## src/rtl/mac_feeder.sv

```systemverilog
// mac_feeder: sequences one fully connected layer through mac_core.
// Each neuron goes through four steps: clear the MAC, stream WIDTH pixel/weight
// pairs, drain the RAM and MAC pipeline, then present the accumulator on a
// valid/ready result port.
// Optional build macro MAC_FEEDER_ARGMAX_EN adds a running signed argmax on pred_o.
// Without that macro, pred_o is tied to 0.
module mac_feeder #(
  parameter int BITS_INT = 4,
  parameter int BITS_FRC = 12,
  parameter int WGHT_INT = 6,
  parameter int WGHT_FRC = 10,
  parameter int WIDTH    = 784,
  parameter int NEURONS  = 10,
  parameter int RD_LAT   = 1,
  localparam int PW = BITS_INT + BITS_FRC,
  localparam int WW = WGHT_INT + WGHT_FRC,
  localparam int AW = PW + WW,
  localparam int PA = $clog2(WIDTH),
  localparam int WA = $clog2(WIDTH * NEURONS),
  localparam int NI = (NEURONS > 1) ? $clog2(NEURONS) : 1
) (
  input  logic          clk,
  input  logic          reset,
  input  logic          start_i,
  output logic          busy_o,
  output logic [PA-1:0] pix_addr_o,
  input  logic [PW-1:0] pix_data_i,
  output logic [WA-1:0] wght_addr_o,
  input  logic [WW-1:0] wght_data_i,
  output logic          mac_clr_n_o,
  output logic [PW-1:0] mac_pic_o,
  output logic [WW-1:0] mac_wght_o,
  input  logic [AW-1:0] mac_acc_i,
  output logic          res_valid_o,
  input  logic          res_ready_i,
  output logic [AW-1:0] res_data_o,
  output logic [NI-1:0] res_idx_o,
  output logic          done_o,
  output logic [NI-1:0] pred_o
);

  localparam int DW = $clog2(RD_LAT + 1) + 1;
  localparam logic [PA-1:0] ELEM_LAST   = PA'(WIDTH - 1);
  localparam logic [NI-1:0] NEURON_LAST = NI'(NEURONS - 1);
  localparam logic [WA-1:0] W_STEP      = WA'(WIDTH);
  localparam logic [DW-1:0] DRAIN_LAST  = DW'(RD_LAT);

  typedef enum logic [1:0] {S_IDLE, S_FEED, S_DRAIN, S_OUT} state_t;

  state_t            state_q,     state_d;
  logic [PA-1:0]     elem_q,      elem_d;
  logic [NI-1:0]     neuron_q,    neuron_d;
  logic [WA-1:0]     base_q,      base_d;
  logic [WA-1:0]     wght_addr_q, wght_addr_d;
  logic [RD_LAT-1:0] vld_q,       vld_d;
  logic [DW-1:0]     drain_q,     drain_d;
  logic              res_valid_q, res_valid_d;
  logic [AW-1:0]     res_data_q,  res_data_d;
  logic [NI-1:0]     res_idx_q,   res_idx_d;
  logic              done_q,      done_d;
  logic              clr_n_q,     clr_n_d;
  logic              busy_q,      busy_d;
`ifdef MAC_FEEDER_ARGMAX_EN
  logic [AW-1:0]     max_q,       max_d;
  logic [NI-1:0]     arg_q,       arg_d;
  logic [NI-1:0]     pred_q,      pred_d;
`endif

  // Next-state logic for the sequencer, counters, result capture and argmax.
  always_comb begin
    state_d     = state_q;
    elem_d      = elem_q;
    neuron_d    = neuron_q;
    base_d      = base_q;
    wght_addr_d = wght_addr_q;
    drain_d     = drain_q;
    res_valid_d = res_valid_q;
    res_data_d  = res_data_q;
    res_idx_d   = res_idx_q;
    done_d      = 1'b0;
    clr_n_d     = clr_n_q;
    busy_d      = busy_q;
`ifdef MAC_FEEDER_ARGMAX_EN
    max_d       = max_q;
    arg_d       = arg_q;
    pred_d      = pred_q;
`endif
    // Operand-valid pipeline mirrors the RAM read latency.
    vld_d[0] = (state_q == S_FEED);
    for (int i = 1; i < RD_LAT; i++) begin
      vld_d[i] = vld_q[i-1];
    end

    case (state_q)
      S_IDLE: begin
        if (start_i) begin
          state_d     = S_FEED;
          elem_d      = '0;
          neuron_d    = '0;
          base_d      = '0;
          wght_addr_d = '0;
          clr_n_d     = 1'b1;
          busy_d      = 1'b1;
`ifdef MAC_FEEDER_ARGMAX_EN
          pred_d      = '0;
`endif
        end else begin
          state_d = S_IDLE;
        end
      end
      S_FEED: begin
        if (elem_q == ELEM_LAST) begin
          state_d = S_DRAIN;
          drain_d = '0;
        end else begin
          elem_d      = elem_q + PA'(1);
          wght_addr_d = wght_addr_q + WA'(1);
        end
      end
      S_DRAIN: begin
        if (drain_q == DRAIN_LAST) begin
          state_d     = S_OUT;
          res_data_d  = mac_acc_i;
          res_idx_d   = neuron_q;
          res_valid_d = 1'b1;
          clr_n_d     = 1'b0;
`ifdef MAC_FEEDER_ARGMAX_EN
          // Strictly-greater replacement keeps the lower index on ties.
          if ((neuron_q == '0) || ($signed(mac_acc_i) > $signed(max_q))) begin
            max_d = mac_acc_i;
            arg_d = neuron_q;
          end else begin
            max_d = max_q;
          end
`endif
        end else begin
          drain_d = drain_q + DW'(1);
        end
      end
      S_OUT: begin
        if (res_ready_i) begin
          res_valid_d = 1'b0;
          if (neuron_q == NEURON_LAST) begin
            state_d = S_IDLE;
            busy_d  = 1'b0;
            done_d  = 1'b1;
`ifdef MAC_FEEDER_ARGMAX_EN
            pred_d  = arg_q;
`endif
          end else begin
            state_d     = S_FEED;
            neuron_d    = neuron_q + NI'(1);
            elem_d      = '0;
            base_d      = base_q + W_STEP;
            wght_addr_d = base_q + W_STEP;
            clr_n_d     = 1'b1;
          end
        end else begin
          state_d = S_OUT;
        end
      end
      default: begin
        state_d     = S_IDLE;
        busy_d      = 1'b0;
        clr_n_d     = 1'b0;
        res_valid_d = 1'b0;
      end
    endcase
  end

  // State registers; reset abandons any pass in flight.
  always_ff @(posedge clk or negedge reset) begin
    if (!reset) begin
      state_q     <= S_IDLE;
      elem_q      <= '0;
      neuron_q    <= '0;
      base_q      <= '0;
      wght_addr_q <= '0;
      vld_q       <= '0;
      drain_q     <= '0;
      res_valid_q <= 1'b0;
      res_data_q  <= '0;
      res_idx_q   <= '0;
      done_q      <= 1'b0;
      clr_n_q     <= 1'b0;
      busy_q      <= 1'b0;
`ifdef MAC_FEEDER_ARGMAX_EN
      max_q       <= '0;
      arg_q       <= '0;
      pred_q      <= '0;
`endif
    end else begin
      state_q     <= state_d;
      elem_q      <= elem_d;
      neuron_q    <= neuron_d;
      base_q      <= base_d;
      wght_addr_q <= wght_addr_d;
      vld_q       <= vld_d;
      drain_q     <= drain_d;
      res_valid_q <= res_valid_d;
      res_data_q  <= res_data_d;
      res_idx_q   <= res_idx_d;
      done_q      <= done_d;
      clr_n_q     <= clr_n_d;
      busy_q      <= busy_d;
`ifdef MAC_FEEDER_ARGMAX_EN
      max_q       <= max_d;
      arg_q       <= arg_d;
      pred_q      <= pred_d;
`endif
    end
  end

  // Element counter doubles as the image address and holds outside FEED.
  assign pix_addr_o  = elem_q;
  assign wght_addr_o = wght_addr_q;
  assign busy_o      = busy_q;
  assign mac_clr_n_o = clr_n_q;
  assign res_valid_o = res_valid_q;
  assign res_data_o  = res_data_q;
  assign res_idx_o   = res_idx_q;
  assign done_o      = done_q;
  // The MAC accumulates every enabled cycle, so only valid RAM data may pass.
  assign mac_pic_o   = vld_q[RD_LAT-1] ? pix_data_i  : '0;
  assign mac_wght_o  = vld_q[RD_LAT-1] ? wght_data_i : '0;
`ifdef MAC_FEEDER_ARGMAX_EN
  assign pred_o      = pred_q;
`else
  assign pred_o      = '0;
`endif

endmodule

```

## config.mk

```make
export PLATFORM = sky130hd
export DESIGN_NAME = mac_feeder
export DESIGN_NICKNAME = d
export VERILOG_FILES = /design/src/rtl/mac_feeder.sv
export SDC_FILE = /design/constraint.sdc
export NUM_CORES = 1
export LEC_CHECK = 0
export BUFFER_PORTS_ARGS = -buffer_cell sky130_fd_sc_hd__buf_2
export CAP_MARGIN = 0
export CORE_ASPECT_RATIO = 0.7
export CORE_MARGIN = 2
export CORE_UTILIZATION = 43
export DETAILED_ROUTE_END_ITERATION = 10
export PLACE_DENSITY = 0.72
export SLEW_MARGIN = 25
export SYNTH_ARGS = -nofsm -noshare
export SYNTH_HDL_FRONTEND = slang
export SYNTH_SLANG_ARGS = --single-unit
```

## constraint.sdc

```tcl
create_clock -name clk -period 2.4 [get_ports clk]
set_input_delay 0.48 -clock clk [delete_from_list [all_inputs] [get_ports clk]]
set_output_delay 0.48 -clock clk [all_outputs]
set_load 0.1 [all_outputs]
```

==> results.sh <==
export IMPL_worst_pin_slew_ns=0.617
export IMPL_fin_skew_ns=0.00827
export IMPL_reg2reg_depth=5
export IMPL_diodes=0
export IMPL_vias=4021
export IMPL_drt_wl_total_mm=11.8
export IMPL_async_flop_share_pct=100
export IMPL_slew_headroom_pct=58.8
export IMPL_rsz0062_at_grt="false"
export IMPL_finalCritPeriodShare_pct=91.9
export IMPL_yosysUniqueCellTypes=71
export IMPL_max_freq_mhz=453
export IMPL_clockRootBuffer="clkbuf_16"
export IMPL_cp_end_kind="output pin"
export IMPL_min_period_ns=2.21
export IMPL_io_pins=167
export IMPL_cts_sinks=81
export IMPL_min_path_type="input port to async pin"
export IMPL_areaGrowthSynthToFinish_pct=30.3
export IMPL_seq_area_sq_um=2030
export IMPL_synth_edf_count=0
export IMPL_path_class="flip-flop to output pin"
export IMPL_core_rowCount=30
export IMPL_io_buffers=162
export IMPL_die_w_um=123
export IMPL_netlist_area_sq_um=4230
export IMPL_synth_top_flop_cell="dfrtp_1"
export IMPL_drc=0
export IMPL_fin_area_sq_um=5510
export IMPL_htree_num_levels=3
export IMPL_hold_viol_final=0
export IMPL_yosysSeqAreaShare_pct=47.9
export IMPL_start_util_pct=43.8
export IMPL_layout_commonest_cell="buf_2"
export IMPL_dpl_hpwl_mm=8.67
export IMPL_worst_ep_required_time_ns=1.92
export IMPL_die_h_um=87.0
export IMPL_synthTopCellsByArea="dfrtp_1 48%, nand2_1 11%, and2_1 4.7%"
export IMPL_die_area_sq_um=10700
export IMPL_cp_start_kind="flip-flop"
export IMPL_clk_latency_ns=0.34
export IMPL_cts_resized=0
export IMPL_dp_cells=744
export IMPL_max_cap_violations=0
export IMPL_r2r_start="pix_addr_o[1]"
export IMPL_numCtsBuffers=9
export IMPL_crit_fanout=32
export IMPL_synthCells=467
export IMPL_grt_pass1_wl_mm=19.3
export IMPL_grt_max_degree=57
export IMPL_grt_pass1_vias=3788
export IMPL_grt_antenna_before_repair=0
export IMPL_ant_nets=0
export IMPL_post_synth_cell_area_avg_sq_um=9.06
export IMPL_status="finished clean"
export IMPL_final_layout_size_suffix_gt1_share_pct=32.9
export IMPL_final_cell_mix="161 x buf_2, 122 x nand2_1, 79 x dfrtp_1"
export IMPL_place_gp_congestion=0.867
export IMPL_cts_clk_slew_worst_paths_ns=0.06
export IMPL_r2r_end="wght_addr_o[6]"
export IMPL_multi_input_area_sq_um=2030
export IMPL_post_cts_setup_buffers=0
export IMPL_worstPathArrival_ns=1.73
export IMPL_finalSetupViolCount=0
export IMPL_synth_seq_cells=81
export IMPL_cts_hold_buf=0
export IMPL_synth_top_area_share_pct=47.9
export IMPL_nFillCells=821
export IMPL_firstDrtPassIters=5
export IMPL_tns_ns=0
export IMPL_ff2ff_setup_slack_ns=0.41
export IMPL_gr_usage_all_layers_pct=22.9
export IMPL_detail_route_wl_per_cell_um=15.6
export IMPL_globalRouteOverflowTotal=0
export IMPL_placed_cell_area_sq_um=5180
export IMPL_clockBufferDepth=2
export IMPL_core_area_sq_um=9650
export IMPL_vias_per_cell=5.29
export IMPL_yosysTopAreaCell="dfrtp_1"
export IMPL_drt_initial_drc_count=302
export IMPL_synth_warning_count=0
export IMPL_cts_tree="yes"
export IMPL_fin_nets=701
export IMPL_slew_viol_final=0
export IMPL_finalNonFillerCells=760
export IMPL_fin_hold_ws_ns=0.0553
routing by layer:
layer | vias up | part of all wire [%] | global-route usage [%]
met5 | - | 0 | 0
met4 | 0 | 1.0 | 5.85
met3 | 13 | 5.4 | 5.43
met2 | 123 | 47 | 34.8
met1 | 1946 | 46 | 32.9
li1 | 1939 | - | -
worst max-delay path, stage by stage (launching register included):
cell and delay (ns):
dfrtp_1 0.73, and2_1 0.23, buf_2 0.43
cells in the mapped netlist (3+ instances only):
library cell / number
o41ai_1: 3
a31oi_1: 4
and2_1: 32
or4_1: 4
o211ai_1: 6
buf_4: 4
o21ai_0: 21
nor2_1: 19
ha_1: 6
or3_1: 4
buf_2: 10
nand2_1: 122
nand4_1: 5
xor2_1: 5
a21oi_1: 6
inv_1: 14
nand3_1: 18
o31ai_1: 4
nand2b_1: 5
dfrtp_1: 81
nor4_1: 4
o22ai_1: 4
and3_1: 4
buf_1: 6
clkbuf_1: 7
nor3_1: 6
mux2_2: 4
xnor2_1: 3
a22o_1: 4
state kept, by name, summed over array words and instances (netlist names):
signal / flops
base_q: 9
busy_o: 1
done_o: 1
drain_q: 2
mac_clr_n_o: 1
neuron_q: 4
pix_addr_o: 10
res_data_o: 32
res_idx_o: 4
res_valid_o: 1
state_q: 2
vld_q: 1
wght_addr_o: 13
worst max path at each step:
stage / start / end / slack (ns) / cells past startpoint
final: vld_q / mac_pic_o[1] / 0.19 / 2
after global routing: vld_q / mac_wght_o[11] / 0.01 / 2
after CTS: vld_q / mac_wght_o[11] / 0.18 / 2
after detailed placement: pix_addr_o[0] / pix_addr_o[9] / 0.48 / 5
after global placement: pix_addr_o[0] / pix_addr_o[8] / 0.53 / 5
after floorplan: pix_addr_o[0] / wght_addr_o[6] / 0.007 / 6
stage by stage:
stage,worst slack (ns),utilization [%]
after detailed placement,0.480,53.7
final,0.194,57.1
after global placement,0.533,53.7
after global routing,0.0104,57.1
after floorplan,0.00722,-
after CTS,0.178,57.1
final cells by class:
type                       count  area share (%)
multi-input combinational    348            36.9
sequential                    81            36.8
clock buffer                  10            4.34
tap                          128            2.91
timing repair buffer         173            16.5
clock inverter                 6            1.63
inverter                      14           0.953
cell families (layout without fill, tap and decap cells):
| family | Yosys count | after routing | share of synthesized area [%] |
|---|---|---|---|
| simple gates | 238 | 238 | 27.6 |
| compound gates | 85 | 85 | 14.8 |
| flops | 81 | 81 | 47.9 |
| buf+inv | 41 | 203 | 4.29 |
| xor+xnor | 8 | 8 | 1.66 |
| mux | 7 | 7 | 1.80 |
| fa+ha+maj | 6 | 6 | 1.78 |
| other cells | 1 | 4 | 0.0887 |
Power is left out: the tool's default activity adds up to more than one toggle a clock period on the data nets, which glitch-free logic cannot reach.
